`src/rtl/instr_prefetch.sv`:
```
// instr_prefetch: sequential instruction fetch over a pipelined Wishbone master with a DEPTH-entry {pc, instr, err} FIFO.
// Define PREFETCH_STATS_EN to add the o_stat_fetched / o_stat_dropped statistics counters.
module instr_prefetch #(
    parameter logic [31:0] INIT_PC         = 32'h1000_0000,
    parameter int unsigned DEPTH           = 4,
    parameter int unsigned MAX_OUTSTANDING = 2
) (
    input  logic        i_clk,
    input  logic        i_rst,
    output logic        o_wb_cyc,
    output logic        o_wb_stb,
    output logic [31:0] o_wb_adr,
    input  logic        i_wb_stall,
    input  logic        i_wb_ack,
    input  logic        i_wb_err,
    input  logic [31:0] i_wb_dat,
    input  logic        i_redirect,
    input  logic [31:0] i_redirect_pc,
    output logic        o_valid,
    input  logic        i_ready,
    output logic [31:0] o_pc,
    output logic [31:0] o_instr,
    output logic        o_err
`ifdef PREFETCH_STATS_EN
    ,
    output logic [31:0] o_stat_fetched,
    output logic [31:0] o_stat_dropped
`endif
);

    localparam int unsigned CW = $clog2(DEPTH) + 1;
    localparam int unsigned AW = $clog2(DEPTH);
    localparam int unsigned EW = 65;

    // Architectural state
    logic [31:0] fetch_pc_q, fetch_pc_d;
    logic [31:0] resp_pc_q, resp_pc_d;
    logic [CW-1:0] count_q, count_d;
    logic [CW-1:0] outstanding_q, outstanding_d;
    logic [CW-1:0] drop_q, drop_d;
    logic halted_q, halted_d;
    logic [AW-1:0] wr_ptr_q, wr_ptr_d;
    logic [AW-1:0] rd_ptr_q, rd_ptr_d;
    logic [EW-1:0] fifo_mem_q [DEPTH];

    logic [31:0] redirect_pc_c;
    logic [CW:0] credit_used_c;
    logic resp_c;
    logic push_c;
    logic pop_c;
    logic stb_c;
    logic accept_c;
    logic [EW-1:0] head_c;
    logic unused_ok;

    assign unused_ok = ^i_redirect_pc[1:0];

    // Request issue and response classification
    always_comb begin
        redirect_pc_c = {i_redirect_pc[31:2], 2'b00};
        credit_used_c = {1'b0, count_q} + {1'b0, outstanding_q};
        resp_c        = (i_wb_ack | i_wb_err) & (outstanding_q != '0);
        push_c        = resp_c & (drop_q == '0) & ~i_redirect;
        pop_c         = o_valid & i_ready & ~i_redirect;
        stb_c         = ~i_rst & ~halted_q & ~i_redirect
                        & (outstanding_q < CW'(MAX_OUTSTANDING))
                        & (credit_used_c < (CW + 1)'(DEPTH));
        accept_c      = stb_c & ~i_wb_stall;
    end

    // Next-state logic
    always_comb begin
        fetch_pc_d    = fetch_pc_q;
        resp_pc_d     = resp_pc_q;
        count_d       = count_q;
        outstanding_d = outstanding_q + CW'(accept_c) - CW'(resp_c);
        drop_d        = drop_q;
        halted_d      = halted_q;
        wr_ptr_d      = wr_ptr_q;
        rd_ptr_d      = rd_ptr_q;

        if (accept_c) begin
            fetch_pc_d = fetch_pc_q + 32'd4;
        end
        if (push_c) begin
            resp_pc_d = resp_pc_q + 32'd4;
            wr_ptr_d  = wr_ptr_q + AW'(1);
            if (i_wb_err) begin
                halted_d = 1'b1;
            end
        end
        if (pop_c) begin
            rd_ptr_d = rd_ptr_q + AW'(1);
        end
        count_d = count_q + CW'(push_c) - CW'(pop_c);
        if (resp_c && (drop_q != '0)) begin
            drop_d = drop_q - CW'(1);
        end

        // Redirect: flush, restart, and mark every read still in flight as stale
        if (i_redirect) begin
            fetch_pc_d = redirect_pc_c;
            resp_pc_d  = redirect_pc_c;
            count_d    = '0;
            wr_ptr_d   = '0;
            rd_ptr_d   = '0;
            halted_d   = 1'b0;
            drop_d     = outstanding_q - CW'(resp_c);
        end
    end

    always_ff @(posedge i_clk) begin
        if (i_rst) begin
            fetch_pc_q    <= INIT_PC;
            resp_pc_q     <= INIT_PC;
            count_q       <= '0;
            outstanding_q <= '0;
            drop_q        <= '0;
            halted_q      <= 1'b0;
            wr_ptr_q      <= '0;
            rd_ptr_q      <= '0;
        end else begin
            fetch_pc_q    <= fetch_pc_d;
            resp_pc_q     <= resp_pc_d;
            count_q       <= count_d;
            outstanding_q <= outstanding_d;
            drop_q        <= drop_d;
            halted_q      <= halted_d;
            wr_ptr_q      <= wr_ptr_d;
            rd_ptr_q      <= rd_ptr_d;
        end
    end

    // FIFO storage needs no reset; contents are qualified by count_q
    always_ff @(posedge i_clk) begin
        if (push_c) begin
            fifo_mem_q[wr_ptr_q] <= {resp_pc_q, i_wb_dat, i_wb_err};
        end
    end

    assign head_c   = fifo_mem_q[rd_ptr_q];
    assign o_valid  = (count_q != '0);
    assign o_pc     = head_c[64:33];
    assign o_instr  = head_c[32:1];
    assign o_err    = head_c[0];
    assign o_wb_stb = stb_c;
    assign o_wb_adr = fetch_pc_q;
    assign o_wb_cyc = stb_c | (outstanding_q != '0);

`ifdef PREFETCH_STATS_EN
    logic [31:0] stat_fetched_q, stat_fetched_d;
    logic [31:0] stat_dropped_q, stat_dropped_d;

    // Dropped = discarded responses plus entries flushed by a redirect
    always_comb begin
        stat_fetched_d = stat_fetched_q + 32'(push_c);
        stat_dropped_d = stat_dropped_q + 32'(resp_c & ~push_c);
        if (i_redirect) begin
            stat_dropped_d = stat_dropped_d + 32'(count_q);
        end
    end

    always_ff @(posedge i_clk) begin
        if (i_rst) begin
            stat_fetched_q <= '0;
            stat_dropped_q <= '0;
        end else begin
            stat_fetched_q <= stat_fetched_d;
            stat_dropped_q <= stat_dropped_d;
        end
    end

    assign o_stat_fetched = stat_fetched_q;
    assign o_stat_dropped = stat_dropped_q;
`endif

    // The credit rule must keep pushes away from a full FIFO
    assert property (@(posedge i_clk) disable iff (i_rst) !(push_c && (count_q == CW'(DEPTH))));

endmodule
```
`config.mk`:
```
export PLATFORM = sky130hd
export DESIGN_NAME = instr_prefetch
export DESIGN_NICKNAME = d
export VERILOG_FILES = /design/src/rtl/instr_prefetch.sv
export SDC_FILE = /design/constraint.sdc
export NUM_CORES = 1
export LEC_CHECK = 0
export CAP_MARGIN = 20
export CORE_MARGIN = 2
export CORE_UTILIZATION = 35
export DETAILED_ROUTE_END_ITERATION = 8
export GPL_ROUTABILITY_DRIVEN = 0
export PLACE_DENSITY = 0.57
export SYNTH_ARGS = -nofsm -noshare
export SYNTH_HDL_FRONTEND = slang
export SYNTH_SLANG_ARGS = --single-unit
```
`constraint.sdc`:
```
create_clock -name i_clk -period 5.3 [get_ports i_clk]
set_clock_uncertainty 0.05 [all_clocks]
set_input_delay 1.06 -clock i_clk [delete_from_list [all_inputs] [get_ports i_clk]]
set_output_delay 1.06 -clock i_clk [all_outputs]
set_load 0.05 [all_outputs]
```
==> parameters.txt, run 1 <==
Parameter                              Value

Clock network
  Number of clock sinks ... 328
  Root Driver ... clkbuf_16
  Quantity of gates resized following cts ... 0
  Total setup buffers inserted after CTS ... 0
  Insertion delay of the later-clocked pin in the worst-skew pair ... 510 ps
  Maximum count of clock buffers along a single path ... 3
  Post-CTS clock slew at the launch and capture registers of the worst setup and hold paths ... 60 ps
  Number of buffers added by the clock tree synthesis step ... 37
  Hold-fix buffers, CTS ... 0
  Clock tree from TritonCTS ... built
  Deepest level of the CTS H-tree ... 2

STA
  Clock period minus worst slack ... 3940 ps
  Setup tns final ... 0 ps
  Setup-violating endpoint count in the final report ... 0
  Unrepaired setup endpoints after global routing ... false
  Maximum clock rate ... 254 MHz
  Count of final hold-check violations ... 0
  Ratio of final minimum period to clock period ... 74.4%
  Final max-slew violation count ... 0
  Worst-margin pin slew ... 997 ps
  Tightest slew margin relative to the limit ... 33.5%

GRT
  Number of global-route vias before repair ... 7852
  Total global routing track utilization ... 14.8%
  Number of antenna violations at the first check in global routing ... 0
  Congestion Overflow GR ... 0
  Pin count of the biggest net entering global routing ... 64
  Global-route wire length before repair ... 45.1 mm

Logic synthesis
  Top area cells in the synthesized netlist ... edfxtp_1 56%, dfxtp_1 11%, mux4_2 11%
  Synthesized area ... 0.0134 sq mm
  Share of the yosys chip area belonging to registers ... 67.6%
  Cell types with the highest counts after synthesis ... 252 x edfxtp_1, 76 x dfxtp_1, 63 x mux4_2
  Count of flip-flops with a built-in enable after synthesis ... 252
  Leading register cell type out of synthesis ... edfxtp_1
  Number of distinct library cells after synthesis ... 65
  Post-synth top area share ... 56.3%
  Warnings from Yosys ... 0
  Top-count cell post-synth ... edfxtp_1
  Library cell with the largest summed area after synthesis ... edfxtp_1
  Register bit total from synthesis ... 328
  Post-Syn Instances ... 848
  Async S/R FF share, synth ... 0%
  Post-synthesis average cell area ... 15.8 sq um

Route
  Residual DRC count ... 0
  Aggregate routed wire length ... 29.8 mm
  Drt initial violations ... 278
  TritonRoute pass-1 iters ... 4
  Post-detailed-route count of antenna-violating nets ... 0
  Via total after detailed routing ... 7729
  Routed len/inst ... 19.0 um
  Via density per instance ... 4.94

Power and ir drop
  Power per cell area ... 403 mW/mm^2
  Leakage dissipation ... 5.50 nW
  Switching power summed over all nets ... 1.85 mW
  Total Power Consumption ... 6.83 mW
  Net switching share of the total power ... 27.1%
  Portion of total power attributed to sequential cells ... 44.8%
  Internal power ... 4.98 mW
  Share of total power in the clock network ... 37.6%
  Combinational share of power ... 17.6%
  Peak supply drop ... 0.228 mV

Critical path
  Biggest fanout along the worst timing path ... 63
  Crit end category ... primary output
  Required time worst endpoint ... 4190 ps
  Critical path start-end classification ... flop to primary output
  Register-to-Register Setup Slack ... 1980 ps
  Startpoint types ... flop
  Arrival time at the worst endpoint ... 2830 ps

Floorplanning
  Initial core utilization ... 35.6%
  DIE HEIGHT ... 200 um
  Full die area ... 0.0400 sq mm
  Die span in x ... 200 um
  Number of rows in the core area ... 71
  Total core area ... 0.0378 sq mm
  Ports ... 171

Job
  Max Cap Violations ... 0

Final layout
  Final Cell Area ... 0.0169 sq mm
  Layout Nets ... 1115
  Number of antenna cells inserted ... 0
  Layout-stage area growth over the synthesis result ... 26.0%
  Non-filler cells in the finished layout ... 1565
  Ratio of cells with drive above 1 in the final layout ... 14.6%

Placement
  DP Area ... 0.0157 sq mm
  Port bufs ... 164
  HPWL reported at the end of detailed placement ... 18.8 mm
  Total instance count after detailed placement ... 1497

Min path
  Type of the tightest min-delay check ... flop to flop

Run status
  Status ... finished clean
==> path summary, 6_finish.rpt <==
kind                    start               end  cells past startpoint
max                      flop          o_pc[17]                      2
min reg2reg       o_wb_adr[3]       o_wb_adr[3]                      2
min               o_wb_adr[3]       o_wb_adr[3]                      2
max reg2reg  outstanding_q[2]  outstanding_q[2]                     10
==> power by group through the flow <==
stage / Combinational, mW / Clock (mW) / Sequential (mW)
floorplan: 0.777 / 0 / 3.14
global placement: 1.21 / 0 / 3.11
detailed placement: 1.22 / 0 / 3.11
CTS: 1.22 / 2.64 / 3.06
global route: 1.29 / 2.74 / 3.08
finish: 1.20 / 2.57 / 3.06
==> metrics by stage <==
stage | utilization [%] | worst slack, ps | hold slack, ps
global route | 44.9 | 1210 | 513
global placement | 41.6 | 1090 | 476
CTS | 44.9 | 1290 | 494
detailed placement | 41.6 | 1090 | 482
finish | 44.9 | 1360 | 494
floorplan | - | 1500 | 435
==> placed cells by master, fill, tap and decap left out, types with 9 or more instances in the layout <==
master             n
clkbuf_1          11
mux4_2            63
clkbuf_16         39
o21ai_0           14
a31oi_1           10
inv_1             39
nand2_1           37
dfxtp_1           74
xnor2_1           32
a21boi_1          11
ha_1              17
xor2_1            16
a21boi_0          17
clkdlybuf4s50_1  162
a21oi_1           30
nor3_1            12
edfxtp_1         252
and3_1             9
nand4_1           22
nand3_1           22
nor2_1            39
==> state kept, by name, summed over array words and instances (netlist names), named ones only <==
signal and flops:
count_q 3, drop_q 3, fifo_mem_q 252, halted_q 1
o_wb_adr 30, outstanding_q 3, rd_ptr_q 2, resp_pc_q 30
wr_ptr_q 2
==> layer usage <==
layer | share of wire (%) | up-vias | global-route usage [%]
met1 | 48 | 3855 | 21.1
met4 | 1.6 | 0 | 3.54
met2 | 45 | 194 | 23.4
li1 | - | 3642 | -
met5 | 0 | - | 0
met3 | 5.2 | 38 | 3.01
==> worst max-delay path: stages (launching register included) <==
cell and delay [ps]:
dfxtp_4 1000, mux4_2 360, clkdlybuf4s50_1 920
==> cells by family after synthesis <==
logic type                 count (synthesis)  share of synthesized area [%]
adders and majority gates                 19                           1.88
muxes                                     67                           10.9
xor gates and xnor gates                  48                           3.13
DFF                                      328                           67.6
AOI/OAI and AO/OA                        110                           5.37
and+or+nand+nor                          194                           8.52
buffers and inverters                     81                           2.57
other                                      1                         0.0279
==> cell type report <==
class | count | area (sq um)
fill | 3412 | 20800
sequential | 328 | 9100
multi-input combinational | 442 | 4020
timing repair buffer | 175 | 1790
clock buffer | 52 | 1040
tap | 511 | 639
clock inverter | 16 | 185
inverter | 41 | 154
Power figures use the tool's default switching activity.
==> inputs of run 2 (changes only) <==
==> constraint.sdc (replaced) <==
create_clock -name i_clk -period 4.13 [get_ports i_clk]
set_clock_uncertainty 0.05 [all_clocks]
set_input_delay 0.826 -clock i_clk [delete_from_list [all_inputs] [get_ports i_clk]]
set_output_delay 0.826 -clock i_clk [all_outputs]
set_load 0.05 [all_outputs]
==> parameters.txt, run 2 (same netlist as run 1, synthesis figures left out) <==
Parameter                              Value

Job
  Max Cap Violations ... 0

STA
  Maximum clock rate ... 275 MHz
  Clock period minus worst slack ... 3630 ps
  Worst-margin pin slew ... 1000 ps
  Tightest slew margin relative to the limit ... 32.7%
  Ratio of final minimum period to clock period ... 87.9%
  Unrepaired setup endpoints after global routing ... false
  Count of final hold-check violations ... 0
  Final-layout worst hold slack ... 491 ps
  Setup tns final ... 0 ps
  Setup-violating endpoint count in the final report ... 0
  Final max-slew violation count ... 0

Min path
  Hold Crit Start ... rd_ptr_q[0]
  Type of the tightest min-delay check ... flop to flop

GRT
  Global-route met2 utilization ... 22.8%
  Congestion Overflow GR ... 0
  Total global routing track utilization ... 14.9%
  Global-route wire length before repair ... 45.2 mm
  M1 GR Usage ... 21.4%
  Number of antenna violations at the first check in global routing ... 0
  Pin count of the biggest net entering global routing ... 64
  GR Layer Usage met3 ... 3.16%
  Number of global-route vias before repair ... 7886
  Global-route layer with the greatest usage ... met2

Power and ir drop
  Power per cell area ... 502 mW/mm^2
  Peak supply drop ... 0.209 mV
  Leakage dissipation ... 5.45 nW

Final layout
  Multi-input gate area ... 0.00402 sq mm
  Number of flip-flops under the largest register name ... 252
  Number of antenna cells inserted ... 0
  Area taken by flip-flops and latches ... 0.00910 sq mm
  Non-filler cells in the finished layout ... 1564
  Fillers ... 3366
  Most frequent cells in the layout ... 252 x edfxtp_1, 162 x clkdlybuf4s50_1, 74 x dfxtp_1, 63 x mux4_2
  Biggest register ... fifo_mem_q
  Most common cell after layout, fill and taps aside ... edfxtp_1
  Ratio of cells with drive above 1 in the final layout ... 14.5%
  Fin util ... 44.6%
  Layout-stage area growth over the synthesis result ... 25.4%
  Layout Nets ... 1119

Route
  Via total after detailed routing ... 7750
  Via density per instance ... 4.96
  Drt initial violations ... 361
  Aggregate routed wire length ... 29.2 mm
  Residual DRC count ... 0
  Post-detailed-route count of antenna-violating nets ... 0
  TritonRoute pass-1 iters ... 6
  Routed len/inst ... 18.7 um

Critical path
  Required time worst endpoint ... 3250 ps
  Critical path start-end classification ... flop to primary output
  Crit end category ... primary output
  Startpoint types ... flop
  Arrival time at the worst endpoint ... 2750 ps
  Source of the worst register-to-register timing path ... outstanding_q[2]
  Biggest fanout along the worst timing path ... 24

Clock network
  Maximum count of clock buffers along a single path ... 3
  Root Driver ... clkbuf_16
  Insertion delay of the later-clocked pin in the worst-skew pair ... 520 ps
  Post-CTS clock slew at the launch and capture registers of the worst setup and hold paths ... 60 ps
  Number of clock sinks ... 328
  Total setup buffers inserted after CTS ... 0
  Clock tree from TritonCTS ... built
  Deepest level of the CTS H-tree ... 2
  Quantity of gates resized following cts ... 0
  Number of buffers added by the clock tree synthesis step ... 36
  Hold-fix buffers, CTS ... 0

Floorplanning
  Number of rows in the core area ... 71
  DIE HEIGHT ... 200 um
  Ports ... 171
  Initial core utilization ... 35.6%
  Full die area ... 0.0400 sq mm
  Die span in x ... 200 um
  Total core area ... 0.0378 sq mm

Placement
  HPWL reported at the end of detailed placement ... 18.4 mm
  Total instance count after detailed placement ... 1502
  Port bufs ... 164

Run status
  Status ... finished clean
-- run 2: cell types whose count changed in the layout (fill, tap and decap cells not counted), sizes merged --
cell	change
clkbuf	-5
inv	-1
buf	+5
clkinv	+1
clkinvlp	+2
bufinv	-3
-- run 2: routing by layer --
layer	up-vias	wire [um]
met3	39	1690
met1	3849	13800
met5	-	0
li1	3641	-
met4	0	580
met2	221	13100
-- run 2: worst max-delay path: stages (launching register included) --
cell,delay (ps)
dfxtp_4,600
buf_12,280
mux4_2,530
clkdlybuf4s50_1,790
-- run 2: layout make-up --
type                    count  area share (%)
clock buffers              47            5.84
clock inverters            15           0.661
inverters                  41           0.913
multi-input cells         442            23.9
flip-flops and latches    328            54.0
well taps                 511            3.79
repair buffers            180            10.9
-- run 2: final timing paths --
kind / endpoint / slack, ps / cells after the start
min reg2reg: rd_ptr_q[0] / 490 / 2
min: rd_ptr_q[0] / 490 / 2
max: o_pc[12] / 500 / 3
max reg2reg: outstanding_q[2] / 1470 / 10
-- run 2: stage by stage --
| stage | setup slack, ps | instance area (sq um) | total power, mW |
|---|---|---|---|
| detailed placement | 604 | 15800 | 5.57 |
| finish | 500 | 16800 | 8.46 |
| global route | 343 | 16800 | 8.84 |
| CTS | 404 | 16800 | 8.59 |
| floorplan | 564 | 13400 | 5.03 |
| global placement | 645 | 15800 | 5.56 |
-- run 2: power breakdown --
group          internal (mW)  switching (mW)
sequential              3.79           0.135
clock                   1.74            1.24
combinational          0.588           0.968
total                   6.12            2.34
==> inputs of run 3 (changes only) <==
--- a/config.mk
+++ b/config.mk
@@ -8,6 +8,7 @@
 export CAP_MARGIN = 20
 export CORE_MARGIN = 2
 export CORE_UTILIZATION = 35
+export CTS_BUF_LIST = sky130_fd_sc_hd__clkbuf_8
 export DETAILED_ROUTE_END_ITERATION = 8
 export GPL_ROUTABILITY_DRIVEN = 0
 export PLACE_DENSITY = 0.57
==> parameters.txt, run 3 (same netlist as run 1, synthesis figures left out) <==
Parameter                              Value

Final layout
  Number of flip-flops under the largest register name ... 252
  Most common cell after layout, fill and taps aside ... edfxtp_1
  Most frequent cells in the layout ... 252 x edfxtp_1, 162 x clkdlybuf4s50_1, 74 x dfxtp_1, 63 x mux4_2, 62 x inv_1
  Biggest register ... fifo_mem_q
  Layout-stage area growth over the synthesis result ... 24.7%
  Layout Nets ... 1139
  Number of antenna cells inserted ... 0
  Ratio of cells with drive above 1 in the final layout ... 15.7%

Clock network
  Total setup buffers inserted after CTS ... 0
  Insertion delay of the later-clocked pin in the worst-skew pair ... 600 ps
  Clock tree from TritonCTS ... built
  Hold-fix buffers, CTS ... 0
  Deepest level of the CTS H-tree ... 2
  Maximum count of clock buffers along a single path ... 3
  Number of clock sinks ... 328
  Root Driver ... clkbuf_8
  Number of buffers added by the clock tree synthesis step ... 56
  Quantity of gates resized following cts ... 0
  Post-CTS clock slew at the launch and capture registers of the worst setup and hold paths ... 60 ps

Floorplanning
  Ports ... 171
  Total core area ... 0.0378 sq mm
  Number of rows in the core area ... 71
  Full die area ... 0.0400 sq mm
  Die span in x ... 200 um
  DIE HEIGHT ... 200 um
  Initial core utilization ... 35.6%

Run status
  Status ... finished clean

STA
  Final critical-path setup slack ... 423 ps
  Setup tns final ... 0 ps
  Clock period minus worst slack ... 3710 ps
  Maximum clock rate ... 270 MHz
  Final max-slew violation count ... 0
  Worst-margin pin slew ... 1000 ps
  Ratio of final minimum period to clock period ... 89.8%
  Final-layout worst hold slack ... 498 ps
  Unrepaired setup endpoints after global routing ... false
  Tightest slew margin relative to the limit ... 32.8%
  Setup-violating endpoint count in the final report ... 0
  Count of final hold-check violations ... 0

Route
  Via density per instance ... 4.93
  Topmost layer with routed signal wires ... met4
  TritonRoute pass-1 iters ... 4
  Met2 Wirelength ... 13.3 mm
  Residual DRC count ... 0
  Aggregate routed wire length ... 29.7 mm
  Post-detailed-route count of antenna-violating nets ... 0
  Drt initial violations ... 287
  Routed metal-1 wirelength ... 14.0 mm
  Routed len/inst ... 18.5 um
  Routed length on met3 ... 1.65 mm
  Via total after detailed routing ... 7918

GRT
  Total global routing track utilization ... 15.1%
  Number of antenna violations at the first check in global routing ... 0
  Pin count of the biggest net entering global routing ... 64
  Global-route wire length before repair ... 46.1 mm
  Number of global-route vias before repair ... 8194
  Congestion Overflow GR ... 0

Critical path
  Biggest fanout along the worst timing path ... 24
  Crit end category ... primary output
  Startpoint types ... flop
  Slowest-stage cell, CP ... clkdlybuf4s50_1
  Arrival time at the worst endpoint ... 2830 ps
  Critical path start-end classification ... flop to primary output
  Cell-by-cell trace of the critical path ... buf_12, mux4_2, clkdlybuf4s50_1
  Delay of the slowest critical-path stage ... 790 ps
  Required time worst endpoint ... 3250 ps

Placement
  Worst setup timing slack at the placement stage ... 604 ps
  Port bufs ... 164
  HPWL reported at the end of detailed placement ... 18.4 mm

Power and ir drop
  Leakage dissipation ... 5.53 nW
  Peak supply drop ... 0.182 mV
  Power per cell area ... 483 mW/mm^2
  Total Power Consumption ... 8.10 mW

Min path
  Type of the tightest min-delay check ... flop to flop

Job
  Max Cap Violations ... 0
## run 3: final timing paths
kind | start | endpoint | slack [ps] | cells after the start
max | flop | o_pc[12] | 420 | 3
min | rd_ptr_q[0] | rd_ptr_q[0] | 500 | 2
max reg2reg | outstanding_q[2] | outstanding_q[2] | 1470 | 10
min reg2reg | rd_ptr_q[0] | rd_ptr_q[0] | 500 | 2
## run 3: power breakdown
part | total [mW] | leakage, nW | switching, mW | internal (mW)
clock network | 2.61 | 0.599 | 1.27 | 1.34
registers | 3.93 | 2.92 | 0.137 | 3.79
logic | 1.56 | 2.01 | 0.967 | 0.588
## run 3: critical path: cells and delay by family, from the launching register on
| kind | cells | cell delay, ps |
|---|---|---|
| buffers and inverters | 2 | 1080 |
| DFF | 1 | 610 |
| muxes | 1 | 530 |
## run 3: routing by layer
layer	vias to the layer above	GRT usage [%]
met3	59	3.33
met5	-	0
met4	0	4.99
met2	226	23.2
li1	3700	-
met1	3933	21.3
## run 3: through the flow
step	instances	utilization, %	instance area (sq um)
global placement	1502	41.7	15800
finish	1605	44.4	16800
detailed placement	1502	41.7	15800
global route	1605	44.4	16800
floorplan	851	-	13400
CTS	1605	44.4	16800
## run 3: area by class of cell
cell class	instances	area, sq um
fill	3400	21000
sequential	328	9100
multi-input combinational	442	4020
timing repair buffer	180	1840
clock buffer	57	785
tap	511	639
clock inverter	46	221
inverter	41	154
